`config.mk`:
```
export PLATFORM = sky130hd
export DESIGN_NAME = ex_mem_stage
export DESIGN_NICKNAME = d
export VERILOG_FILES = /design/src/rtl/ex_mem_stage.sv
export SDC_FILE = /design/constraint.sdc
export NUM_CORES = 1
export LEC_CHECK = 0
export BUFFER_PORTS_ARGS = -buffer_cell sky130_fd_sc_hd__buf_2
export CORE_MARGIN = 2
export CORE_UTILIZATION = 44
export DETAILED_ROUTE_END_ITERATION = 16
export PLACE_DENSITY = 0.77
export SLEW_MARGIN = 20
export SYNTH_ARGS = -nofsm -noshare
export SYNTH_HDL_FRONTEND = slang
export SYNTH_SLANG_ARGS = --single-unit
```
`constraint.sdc`:
```
create_clock -name clk -period 1.6 [get_ports clk]
set_input_delay 0.08 -clock clk [delete_from_list [all_inputs] [get_ports clk]]
set_output_delay 0.08 -clock clk [all_outputs]
set_load 0.02 [all_outputs]
```
`src/rtl/ex_mem_stage.sv`:
```
// rtl/ex_mem_stage.sv - execute-to-memory pipeline stage
// Resolves branches, runs load/store on the data-memory req/ack port and registers WB results.
module ex_mem_stage (
    input  logic        clk,
    input  logic        reset,
    input  logic        ex_valid,
    output logic        ex_ready,
    input  logic        flush,
    input  logic [31:0] ex_result,
    input  logic        ex_zero,
    input  logic [31:0] ex_store_data,
    input  logic [2:0]  ex_funct3,
    input  logic [4:0]  ex_rd,
    input  logic        ex_reg_write,
    input  logic        ex_mem_read,
    input  logic        ex_mem_write,
    input  logic        ex_branch,
    input  logic [31:0] ex_branch_target,
    output logic        branch_taken,
    output logic [31:0] branch_target,
    output logic        dmem_req,
    output logic        dmem_we,
    output logic [31:0] dmem_addr,
    output logic [31:0] dmem_wdata,
    output logic [3:0]  dmem_wstrb,
    input  logic        dmem_ack,
    input  logic [31:0] dmem_rdata,
    output logic        wb_valid,
    output logic        wb_reg_write,
    output logic [4:0]  wb_rd,
    output logic [31:0] wb_data,
    output logic        misalign_fault
);

    typedef enum logic {
        IDLE,
        MEM_WAIT
    } state_t;

    localparam logic [1:0] SZ_BYTE = 2'd0;
    localparam logic [1:0] SZ_HALF = 2'd1;
    localparam logic [1:0] SZ_WORD = 2'd2;

    state_t      state_q, state_d;
    logic        dmem_req_q, dmem_req_d;
    logic        dmem_we_q, dmem_we_d;
    logic [31:0] dmem_addr_q, dmem_addr_d;
    logic [31:0] dmem_wdata_q, dmem_wdata_d;
    logic [3:0]  dmem_wstrb_q, dmem_wstrb_d;
    logic [1:0]  size_q, size_d;
    logic        unsigned_q, unsigned_d;
    logic [1:0]  lane_q, lane_d;
    logic [4:0]  mem_rd_q, mem_rd_d;
    logic        mem_rw_q, mem_rw_d;
    logic        wb_valid_q, wb_valid_d;
    logic        wb_reg_write_q, wb_reg_write_d;
    logic [4:0]  wb_rd_q, wb_rd_d;
    logic [31:0] wb_data_q, wb_data_d;
    logic        branch_taken_q, branch_taken_d;
    logic [31:0] branch_target_q, branch_target_d;
    logic        misalign_fault_q, misalign_fault_d;

    logic        accept;
    logic        is_mem;
    logic [1:0]  ex_size;
    logic [1:0]  ex_lane;
    logic        misaligned;
    logic [3:0]  st_strb;
    logic [31:0] st_data;
    logic [31:0] rdata_shifted;
    logic [31:0] load_data;

    assign ex_ready = (state_q == IDLE);
    assign accept   = ex_valid & ex_ready & ~flush;
    assign is_mem   = ex_mem_read | ex_mem_write;
    assign ex_lane  = ex_result[1:0];

    // Reserved funct3 encodings fall through to word size.
    always_comb begin
        ex_size = SZ_WORD;
        case (ex_funct3)
            3'b000, 3'b100: ex_size = SZ_BYTE;
            3'b001, 3'b101: ex_size = SZ_HALF;
            default:        ex_size = SZ_WORD;
        endcase
    end

    assign misaligned = ((ex_size == SZ_HALF) & ex_lane[0]) |
                        ((ex_size == SZ_WORD) & (ex_lane != 2'b00));

    always_comb begin
        st_strb = 4'b1111;
        st_data = ex_store_data;
        case (ex_size)
            SZ_BYTE: begin
                st_strb = 4'b0001 << ex_lane;
                st_data = {4{ex_store_data[7:0]}};
            end
            SZ_HALF: begin
                st_strb = 4'b0011 << ex_lane;
                st_data = {2{ex_store_data[15:0]}};
            end
            default: begin
                st_strb = 4'b1111;
                st_data = ex_store_data;
            end
        endcase
    end

    // Aligned accesses guarantee the selected lane lands at bit 0 after this shift.
    assign rdata_shifted = dmem_rdata >> {lane_q, 3'b000};

    always_comb begin
        load_data = rdata_shifted;
        case (size_q)
            SZ_BYTE: load_data = unsigned_q ? {24'h0, rdata_shifted[7:0]}
                                            : {{24{rdata_shifted[7]}}, rdata_shifted[7:0]};
            SZ_HALF: load_data = unsigned_q ? {16'h0, rdata_shifted[15:0]}
                                            : {{16{rdata_shifted[15]}}, rdata_shifted[15:0]};
            default: load_data = rdata_shifted;
        endcase
    end

    always_comb begin
        state_d          = state_q;
        dmem_req_d       = dmem_req_q;
        dmem_we_d        = dmem_we_q;
        dmem_addr_d      = dmem_addr_q;
        dmem_wdata_d     = dmem_wdata_q;
        dmem_wstrb_d     = dmem_wstrb_q;
        size_d           = size_q;
        unsigned_d       = unsigned_q;
        lane_d           = lane_q;
        mem_rd_d         = mem_rd_q;
        mem_rw_d         = mem_rw_q;
        wb_valid_d       = 1'b0;
        wb_reg_write_d   = wb_reg_write_q;
        wb_rd_d          = wb_rd_q;
        wb_data_d        = wb_data_q;
        branch_taken_d   = 1'b0;
        branch_target_d  = branch_target_q;
        misalign_fault_d = 1'b0;

        case (state_q)
            IDLE: begin
                if (accept) begin
                    if (is_mem && misaligned) begin
                        wb_valid_d       = 1'b1;
                        wb_reg_write_d   = 1'b0;
                        wb_rd_d          = ex_rd;
                        wb_data_d        = ex_result;
                        misalign_fault_d = 1'b1;
                    end else if (is_mem) begin
                        state_d      = MEM_WAIT;
                        dmem_req_d   = 1'b1;
                        dmem_we_d    = ex_mem_write;
                        dmem_addr_d  = {ex_result[31:2], 2'b00};
                        dmem_wdata_d = ex_mem_write ? st_data : 32'h0;
                        dmem_wstrb_d = ex_mem_write ? st_strb : 4'b0000;
                        size_d       = ex_size;
                        unsigned_d   = ex_funct3[2];
                        lane_d       = ex_lane;
                        mem_rd_d     = ex_rd;
                        mem_rw_d     = ~ex_mem_write & ex_reg_write & (ex_rd != 5'd0);
                    end else begin
                        wb_valid_d     = 1'b1;
                        wb_rd_d        = ex_rd;
                        wb_data_d      = ex_result;
                        wb_reg_write_d = ex_reg_write & (ex_rd != 5'd0) & ~ex_branch;
                        if (ex_branch && ex_zero) begin
                            branch_taken_d  = 1'b1;
                            branch_target_d = ex_branch_target;
                        end
                    end
                end
            end
            MEM_WAIT: begin
                if (dmem_ack) begin
                    state_d        = IDLE;
                    dmem_req_d     = 1'b0;
                    wb_valid_d     = 1'b1;
                    wb_rd_d        = mem_rd_q;
                    wb_reg_write_d = mem_rw_q;
                    wb_data_d      = dmem_we_q ? 32'h0 : load_data;
                end
            end
            default: state_d = IDLE;
        endcase
    end

    always_ff @(posedge clk) begin
        if (reset) begin
            state_q          <= IDLE;
            dmem_req_q       <= 1'b0;
            dmem_we_q        <= 1'b0;
            dmem_addr_q      <= 32'h0;
            dmem_wdata_q     <= 32'h0;
            dmem_wstrb_q     <= 4'b0000;
            size_q           <= SZ_BYTE;
            unsigned_q       <= 1'b0;
            lane_q           <= 2'b00;
            mem_rd_q         <= 5'd0;
            mem_rw_q         <= 1'b0;
            wb_valid_q       <= 1'b0;
            wb_reg_write_q   <= 1'b0;
            wb_rd_q          <= 5'd0;
            wb_data_q        <= 32'h0;
            branch_taken_q   <= 1'b0;
            branch_target_q  <= 32'h0;
            misalign_fault_q <= 1'b0;
        end else begin
            state_q          <= state_d;
            dmem_req_q       <= dmem_req_d;
            dmem_we_q        <= dmem_we_d;
            dmem_addr_q      <= dmem_addr_d;
            dmem_wdata_q     <= dmem_wdata_d;
            dmem_wstrb_q     <= dmem_wstrb_d;
            size_q           <= size_d;
            unsigned_q       <= unsigned_d;
            lane_q           <= lane_d;
            mem_rd_q         <= mem_rd_d;
            mem_rw_q         <= mem_rw_d;
            wb_valid_q       <= wb_valid_d;
            wb_reg_write_q   <= wb_reg_write_d;
            wb_rd_q          <= wb_rd_d;
            wb_data_q        <= wb_data_d;
            branch_taken_q   <= branch_taken_d;
            branch_target_q  <= branch_target_d;
            misalign_fault_q <= misalign_fault_d;
        end
    end

    assign dmem_req       = dmem_req_q;
    assign dmem_we        = dmem_we_q;
    assign dmem_addr      = dmem_addr_q;
    assign dmem_wdata     = dmem_wdata_q;
    assign dmem_wstrb     = dmem_wstrb_q;
    assign wb_valid       = wb_valid_q;
    assign wb_reg_write   = wb_reg_write_q;
    assign wb_rd          = wb_rd_q;
    assign wb_data        = wb_data_q;
    assign branch_taken   = branch_taken_q;
    assign branch_target  = branch_target_q;
    assign misalign_fault = misalign_fault_q;

endmodule
```
# Word-level counts from Yosys, hierarchy flattened
# Cells that the tools add are included.
# word_totals
latch_bits	0
mem_count	0
regBits	153
mem_bits_rw	0
romBits	0
# classes
n_shift	3
order_cmp	0
n_mux	41
reduce_logical	15
bitwise	17
n_div	0
eq_ne	11
multipliers	0
addsub	0
# ops
cell	count
$mux 32	8
$pmux 32 s2	3
$shr 32x5->32	1
$mux 5	4
$mux 1	18
$pmux 5 s2	1
$and 1x1->1	8
$pmux 1 s2	4
$pmux 4 s2	1
$reduce_and 4->1	2
$not 1->1	7
$eq 3x3->1 const B	2
$reduce_and 5->1	1
$reduce_bool 5->1	1
$reduce_or 5->1	1
$eq 2x1->1 const B	2
$logic_not 2->1	2
$mux 4	1
$ne 2x1->1 const B	2
$ne 2x2->1 const B	2
$pmux 2 s2	1
$reduce_or 2->1	2
$shl 1x2->4 const A	1
$shl 2x2->4 const A	1
9 further kinds	11

# Depth between registers and ports, before layout
# Gate-level depths: netlist of the first run.
# logic_depth
word_depth	10
depth_mapped	8
mapped_depth_nobuf	4

# Least setup slack after synthesis of the first run
# Ideal clock, no wire load.
# synth_timing
path_kind	flip-flop to flip-flop
from	register state_q
to	register wb_data_q[0] (netlist: wb_data[0])
arrival_ps	1438
stages_incl_launch_ff	7
synth_period_minus_slack_ps	1582
required_ps	1457
path_slack_ps	18
n_path_buf	2
setup_time_ps	143
cell_sequence	dfxtp_1 -> or3b_4 -> a21oi_4 -> or2_1 -> buf_2 -> buf_4 -> a211oi_2
# synth_via
elab_chain_cells	5
# synth_lines
element	line	source
start, declared	44	state_t state_q, state_d;
start signal, assigned	212	state_q <= state_d;
$not 1->1 (no line)	-	
$and 1x1->1 (2 in series)	74	assign accept = ex_valid & ex_ready & ~flush;
$ne 2x1->1 (no line)	-	
$reduce_and 3->1 (no line)	-	
end signal, assigned	226	wb_data_q <= wb_data_d;
end, declared	58	logic [31:0] wb_data_q, wb_data_d;
# Several ways; a longest one is shown, not always the timed one.
# A chain may end at the register's enable or synchronous reset.

# Worst setup path after layout of the first run
# layout_timing
from	register state_q
to	register wb_data_q[27] (netlist: wb_data[27])
# The elaborated chain is that of the path after synthesis.

==> run_results.csv, run 1 <==
group,metric,value,unit
yosys,ys_types,54,
grt,grt_use_met2,47.2,%
timing,rsz0062_at_grt,"true",
floorplanning,start_util,44.5,%
layout,syn_to_final_growth,47.2,%
yosys,syn_area,7020,sq um
grt,grt_pass1_wl,36200,um
routing,vias,7572,
clocking,clk_root_buffer_cell,"clkbuf_16",
worst_setup_path,path_max_fanout,16,
layout,n_fill_cell,1347,
timing,slew_violations,0,
yosys,ys.flop_type,"dfxtp_1",
layout,drive_gt1_share,36.1,%
timing,fin_skew,0.00825,ns
worst_setup_path,crit_path_start_kind,"flop",
place,finalWeightedCongestion,0.874,
timing,max_freq,634,MHz
floorplanning,core_area,15800,sq um
place,place_hpwl,16300,um
flow_run,drv_cap,0,
grt,grt_max_degree,48,
pwr,p_per_area,924,nW/um^2
timing,holdWs,0.0234,ns
routing,routed_via_density,5.36,
yosys,avgSynthCellArea,8.44,sq um
floorplanning,die_x,130,um
worst_hold_path,hp-class,"primary input to flop",
clocking,h-tree-depth,4,
place,pre_cts_slack,-0.0275,ns
grt,busiest_layer,"met2",
floorplanning,rows,46,
worst_setup_path,critPathKind,"flop to flop",
floorplanning,die_y,130,um
clocking,clock_path_buffers,2,
worst_setup_path,cp.arrival,1.88,ns
grt,grt.total_usage,27.1,%
routing,drtAntennaViolNets,0,
outcome,status,"finished clean",
pwr,p_leak,4.36,nW
pwr,power.ir.vdd_worst,0.700,mV
routing,wl,24200,um
routing,firstDrtPassIters,7,
grt,antenna_found_initial,1,
grt,grt.met3_usage,7.01,%
routing,route.detailed.drc,0,
yosys,synth_warnings,0,
clocking,tritoncts,"done",
routing,first_iter_violations,636,
clocking,cts_made_buffers,17,
place,io_buffers,287,
floorplanning,die-area,17000,sq um
routing,wl_per_cell,17.1,um
yosys,synthCells,832,
layout,final_util,65.6,%
yosys,seq_area_frac_synth,43.6,%
floorplanning,num_io_pins,290,
yosys,synth_seq_cells,153,
timing,period_share,98.6,%
grt,overflow,0,
yosys,synth-edff-count,0,
layout,diodes,0,
worst_setup_path,required,1.90,ns
timing,setup_viol,0,
timing,hold_violations,0,
timing,min_period,1.58,ns
worst_setup_path,end_kind,"flop",
yosys,async_flop_share,0,%
clocking,clock-sinks,153,
pwr,p_total,9.56,mW
clocking,clock_latency,0.42,ns
clocking,clkTransAtPathRegs,0.06,ns
grt,globalRouteMet1Util,32.6,%
timing,setup_slack,0.0229,ns
timing,tns,0,ns
layout,final_net_count,1330,
grt,first_global_vias,7186,
-- kinds of logic (layout without fill, tap and decap cells) --
kind of cell / count (synthesis) / in the layout / share of synthesized area (%)
AOI/OAI and AO/OA: 210 / 210 / 21.3
xor gates and xnor gates: 1 / 1 / 0.125
and+or+nand+nor: 334 / 334 / 21.3
muxes: 47 / 47 / 7.30
buffers and inverters: 86 / 450 / 6.32
other: 1 / 2 / 0.0534
DFF: 153 / 153 / 43.6
-- per-stage QoR --
stage          instance area [sq um]  instances
3_5_place_dp                    8790       1296
5_1_grt                        10300       1413
3_3_place_gp                    8790       1296
4_1_cts                        10200       1408
6_report                       10300       1413
2_1_floorplan                   7030        833
-- power by group --
group          switching (mW)  leakage (nW)  total [mW]  internal [mW]
Combinational           0.878          2.84        1.60          0.726
Clock                    1.60         0.276        3.93           2.33
Sequential             0.0798          1.24        4.03           3.95
-- sequential cells by signal, indices dropped and copies added (netlist names), 2 cells and up --
name           cells
wb_data           32
wb_rd              5
lane_q             2
dmem_wdata        32
size_q             2
branch_target     32
dmem_wstrb         4
dmem_addr         30
mem_rd_q           5
-- layout make-up --
| type | instances | area [sq um] | area share (%) |
|---|---|---|---|
| multi-input combinational | 594 | 3610 | 35.0 |
| inverter | 3 | 11.3 | 0.109 |
| timing repair buffer | 415 | 2810 | 27.1 |
| tap | 216 | 270 | 2.61 |
| clock inverter | 12 | 125 | 1.21 |
| clock buffer | 20 | 447 | 4.32 |
| sequential | 153 | 3070 | 29.7 |
-- worst max-delay path, stage by stage, from the launching register on --
cell,delay [ns]
dfxtp_2,0.34
or3b_4,0.39
a21oi_4,0.15
buf_12,0.14
a2bb2oi_4,0.16
buf_12,0.18
a211oi_2,0.08
-- synth_stat cells (8+ instances only) --
cell      count  area share, %
nand2_1     208             11
dfxtp_1     153             44
a21oi_1     112            8.0
clkbuf_1     41            2.2
nand3_1      41            2.9
nor3_1       39            2.8
buf_2        25            1.8
a211oi_2     24            4.3
mux2i_1      22            3.1
a22oi_1      17            1.8
mux2_1       16            2.6
o211ai_1     12            1.3
nand3b_1     10            1.1
buf_4         8           0.86
buf_6         8            1.3
mux2_2        8            1.3
nor2b_1       8           0.71
-- cells in the final DEF (no fill, tap or decap), types with 3 or more instances in the layout --
cell type      count
a211oi_2          24
clkinv_2           5
nor2b_1            8
mux2_2             8
nand2_1          208
a311oi_2           6
buf_2            286
dfxtp_1          150
nor2_1             5
mux2i_2            4
buf_12            13
a32oi_1            6
a211oi_1           5
o21ai_1            5
clkbuf_16         18
dfxtp_2            3
a211o_1            7
nand3_1           40
nand3b_1          10
a21oi_1          112
a22oi_1           15
a311oi_1           3
clkinvlp_4         3
nor3_1            39
buf_6              5
o211ai_1          12
dlygate4sd3_1     80
mux2i_1           17
buf_4             29
o21ai_0            5
mux2_1            16
nand2b_1           3
-- worst paths after layout --
path	from	end	cells past startpoint	slack (ns)
max	state_q	wb_data[27]	6	0.02
min	ex_branch	wb_reg_write	3	0.02
max reg2reg	state_q	wb_data[27]	6	0.02
min reg2reg	dmem_wdata[15]	dmem_wdata[15]	2	0.45
-- timing repair --
action / 4_1_cts / 5_1_grt
pin swaps: 1 / 6
setup endpoints to repair: 21 / 59
buffers inserted: 0 / 3
gates resized for setup: 5 / 24
hold endpoints to repair: 86 / 0
cloned: 0 / 2
hold buffers: 80 / 0
-- metal layers --
metal / up-vias / wire (um)
li1: 3622 / -
met1: 3571 / 9660
met2: 324 / 12200
met3: 55 / 1670
met4: 0 / 656
met5: - / 0
No activity file was read; power rests on OpenSTA's default activity.
==> run 2: changes to the inputs <==
--- a/config.mk
+++ b/config.mk
@@ -5,12 +5,13 @@
 export SDC_FILE = /design/constraint.sdc
 export NUM_CORES = 1
 export LEC_CHECK = 0
+export ABC_AREA = 1
 export BUFFER_PORTS_ARGS = -buffer_cell sky130_fd_sc_hd__buf_2
 export CORE_MARGIN = 2
 export CORE_UTILIZATION = 44
 export DETAILED_ROUTE_END_ITERATION = 16
+export HOLD_SLACK_MARGIN = 0.06
 export PLACE_DENSITY = 0.77
-export SLEW_MARGIN = 20
 export SYNTH_ARGS = -nofsm -noshare
 export SYNTH_HDL_FRONTEND = slang
 export SYNTH_SLANG_ARGS = --single-unit
==> run_results.csv, run 2 <==
group,metric,value,unit
worst_hold_path,hold_end,"wb_data[26]",
pwr,p_int,6.98,mW
routing,routed_via_density,5.20,
timing,worst_pin_slew,0.509,ns
worst_setup_path,r2r_end,"dmem_wdata[7]",
yosys,synth-edff-count,0,
timing,rsz0062_at_grt,"true",
worst_setup_path,crit_chain,"inv_4 > nand3_4 > inv_4 > nand4_4 > nor2_4 > buf_12 > nand2_1 > a21oi_1",
yosys,synth_warnings,0,
yosys,yosysMostFrequentCell,"nand2_1",
worst_setup_path,r2r_cells,8,
timing,hold_violations,0,
grt,grt_use_met2,50.4,%
routing,drtAntennaViolNets,0,
yosys,synthCells,1035,
worst_setup_path,required,1.95,ns
timing,min_period,1.51,ns
routing,vias,8546,
yosys,syn_area,7150,sq um
pwr,p_leak,5.27,nW
grt,busiest_layer,"met2",
routing,wl,25700,um
grt,first_global_vias,8251,
timing,max_slew_margin,66.0,%
grt,grt_pass1_wl,40600,um
worst_setup_path,reg2reg_slack,0.09,ns
place,placed_area,8870,sq um
grt,globalRouteMet1Util,33.4,%
layout,layout_common_cells,"buf_2, nand2_1, a21oi_1, dfxtp_1, dlygate4sd3_1",
clocking,clkTransAtPathRegs,0.06,ns
floorplanning,die_y,131,um
yosys,netlist_top_cells_area,"dfxtp_1, nand2_1, a21oi_1, o21ai_0, nor2_1",
worst_setup_path,cp.buffers_inverters,3,
grt,antenna_found_initial,0,
pwr,p_comb_share,18.4,%
grt,grt_max_degree,65,
yosys,synth_seq_cells,153,
yosys,async_flop_share,0,%
yosys,ys_types,35,
clocking,clock_path_buffers,2,
place,finalWeightedCongestion,0.930,
layout,n_fill_cell,1332,
yosys,ys.flop_type,"dfxtp_1",
worst_setup_path,max_stage_delay,0.36,ns
yosys,synth_common_cells,"nand2_1, a21oi_1, dfxtp_1",
grt,grt.met3_usage,7.37,%
worst_setup_path,cpLargestDelayFamily,"simple AND/OR/NAND/NOR gates",
clocking,clock_latency,0.42,ns
layout,diodes,0,
floorplanning,die_x,131,um
yosys,yosysTopAreaCell,"dfxtp_1",
worst_hold_path,hp-class,"primary input to flop",
worst_setup_path,r2r-start,"state_q",
pwr,pwr-share-seq,41.5,%
layout,syn_to_final_growth,48.2,%
routing,wl_per_cell,15.6,um
worst_hold_path,worst_hold_startpoint,"dmem_rdata[26]",
outcome,status,"finished clean",
clocking,h-tree-depth,4,
pwr,power.ir.vdd_worst,0.764,mV
worst_setup_path,crit_path_start_kind,"flop",
clocking,clock-sinks,153,
floorplanning,num_io_pins,290,
layout,final_net_count,1561,
floorplanning,core_area,15900,sq um
yosys,netlist.area_leader.share,42.8,%
pwr,switching_share,28.7,%
timing,slew_violations,0,
timing,fin_skew,0.00635,ns
grt,grt.total_usage,28.8,%
worst_setup_path,crit_top_cell,"inv_4",
worst_setup_path,critPathKind,"flop to flop",
routing,route.detailed.drc,0,
routing,firstDrtPassIters,6,
pwr,switchingPower,2.81,mW
pwr,p_per_area,924,nW/um^2
worst_setup_path,end_kind,"flop",
yosys,seq_area_frac_synth,42.8,%
worst_setup_path,cp.arrival,1.86,ns
worst_setup_path,path_max_fanout,11,
timing,period_share,94.6,%
clocking,cts_made_buffers,17,
flow_run,drv_cap,0,
pwr,p_clk_share,40.1,%
layout,drive_gt1_share,27.5,%
routing,first_iter_violations,635,
place,place_hpwl,17000,um
floorplanning,die-area,17300,sq um
layout,layout_commonest_cell,"buf_2",
clocking,tritoncts,"done",
clocking,clk_root_buffer_cell,"clkbuf_16",
worst_hold_path,whs_path_depth,5,
place,io_buffers,287,
yosys,avgSynthCellArea,6.91,sq um
grt,overflow,0,
floorplanning,rows,46,
timing,setup_viol,0,
worst_setup_path,crit_slowest_cell,"dfxtp_2",
floorplanning,start_util,45.0,%
layout,fin_area,10600,sq um
timing,max_freq,661,MHz
pwr,p_total,9.79,mW
run 2: cell types whose count changed after synthesis, sizes merged, moves of 10 or more:
cell    delta
mux2i     -22
nor3      -37
nand2     +37
a21oi     +44
nand3     +10
nand4     +16
nor2      +93
inv       +82
a22oi     -17
mux2      -24
a211oi    -29
o21ai    +103
run 2: layout make-up:
type	instances	area [sq um]	share of cell area, %
inverter	86	330	3.12
sequential	153	3070	28.9
clock buffer	20	457	4.31
timing repair buffer	435	2950	27.8
tap	216	270	2.55
multi-input combinational	722	3410	32.2
clock inverter	12	116	1.10
run 2: cells by family after synthesis:
| group | count (synthesis) | share of synthesized area (%) |
|---|---|---|
| and+or+nand+nor | 438 | 26.9 |
| AOI/OAI and AO/OA | 282 | 20.3 |
| buffers and inverters | 161 | 9.96 |
| DFF | 153 | 42.8 |
| other | 1 | 0.0524 |
run 2: power by group through the flow:
stage / registers (mW) / clock network (mW) / logic (mW)
5_1_grt: 4.07 / 4.15 / 1.96
3_3_place_gp: 4.13 / 0 / 1.51
2_1_floorplan: 4.31 / 0 / 0.749
6_report: 4.06 / 3.93 / 1.80
4_1_cts: 4.05 / 3.99 / 1.74
3_5_place_dp: 4.14 / 0 / 1.53
run 2: worst reg2reg max path, delay by kind of cell, from the launching register on:
kind                   cells  cell delay (ns)
flip-flops                 1             0.36
AO/OA/AOI/OAI              1             0.15
AND/OR/NAND/NOR            4             0.56
buffers and inverters      3             0.38
run 2: worst max-delay path by stage:
stage,end,cells past startpoint,slack [ns],startpoint
global placement,wb_data[30],7,0.08,lane_q[0]
global route,wb_data[1],8,-0.009,lane_q[0]
detailed placement,wb_data[30],7,0.06,lane_q[0]
finish,dmem_wdata[7],8,0.09,state_q
floorplan,dmem_we,9,0.19,state_q
CTS,wb_data[1],8,0.01,lane_q[0]
run 2: what timing repair did:
action                     in CTS  in global routing
setup endpoints to repair       0                103
hold endpoints to repair      115                  0
buffers inserted                0                  4
resized for setup               0                 19
hold buffers                  105                  0
run 2: layer usage:
layer | wire (um) | vias to the layer above | share of wire [%]
met2 | 12800 | 400 | 50
met1 | 10000 | 3934 | 39
met4 | 906 | 0 | 3.5
met3 | 1930 | 80 | 7.5
met5 | 0 | - | 0
li1 | - | 4132 | -
run 2: through the flow:
step | setup WS [ns] | setup TNS, ns | instances | utilization, % | hold slack (ns)
after floorplan | 0.185 | 0 | 1036 | - | 0.208
after global placement | 0.0839 | 0 | 1502 | 55.9 | 0.312
after detailed placement | 0.0608 | 0 | 1502 | 55.9 | 0.316
after CTS | 0.0147 | 0 | 1639 | 66.1 | 0.0607
after global routing | -0.00934 | -0.00936 | 1644 | 66.7 | 0.0848
final | 0.0869 | 0 | 1644 | 66.7 | 0.0742
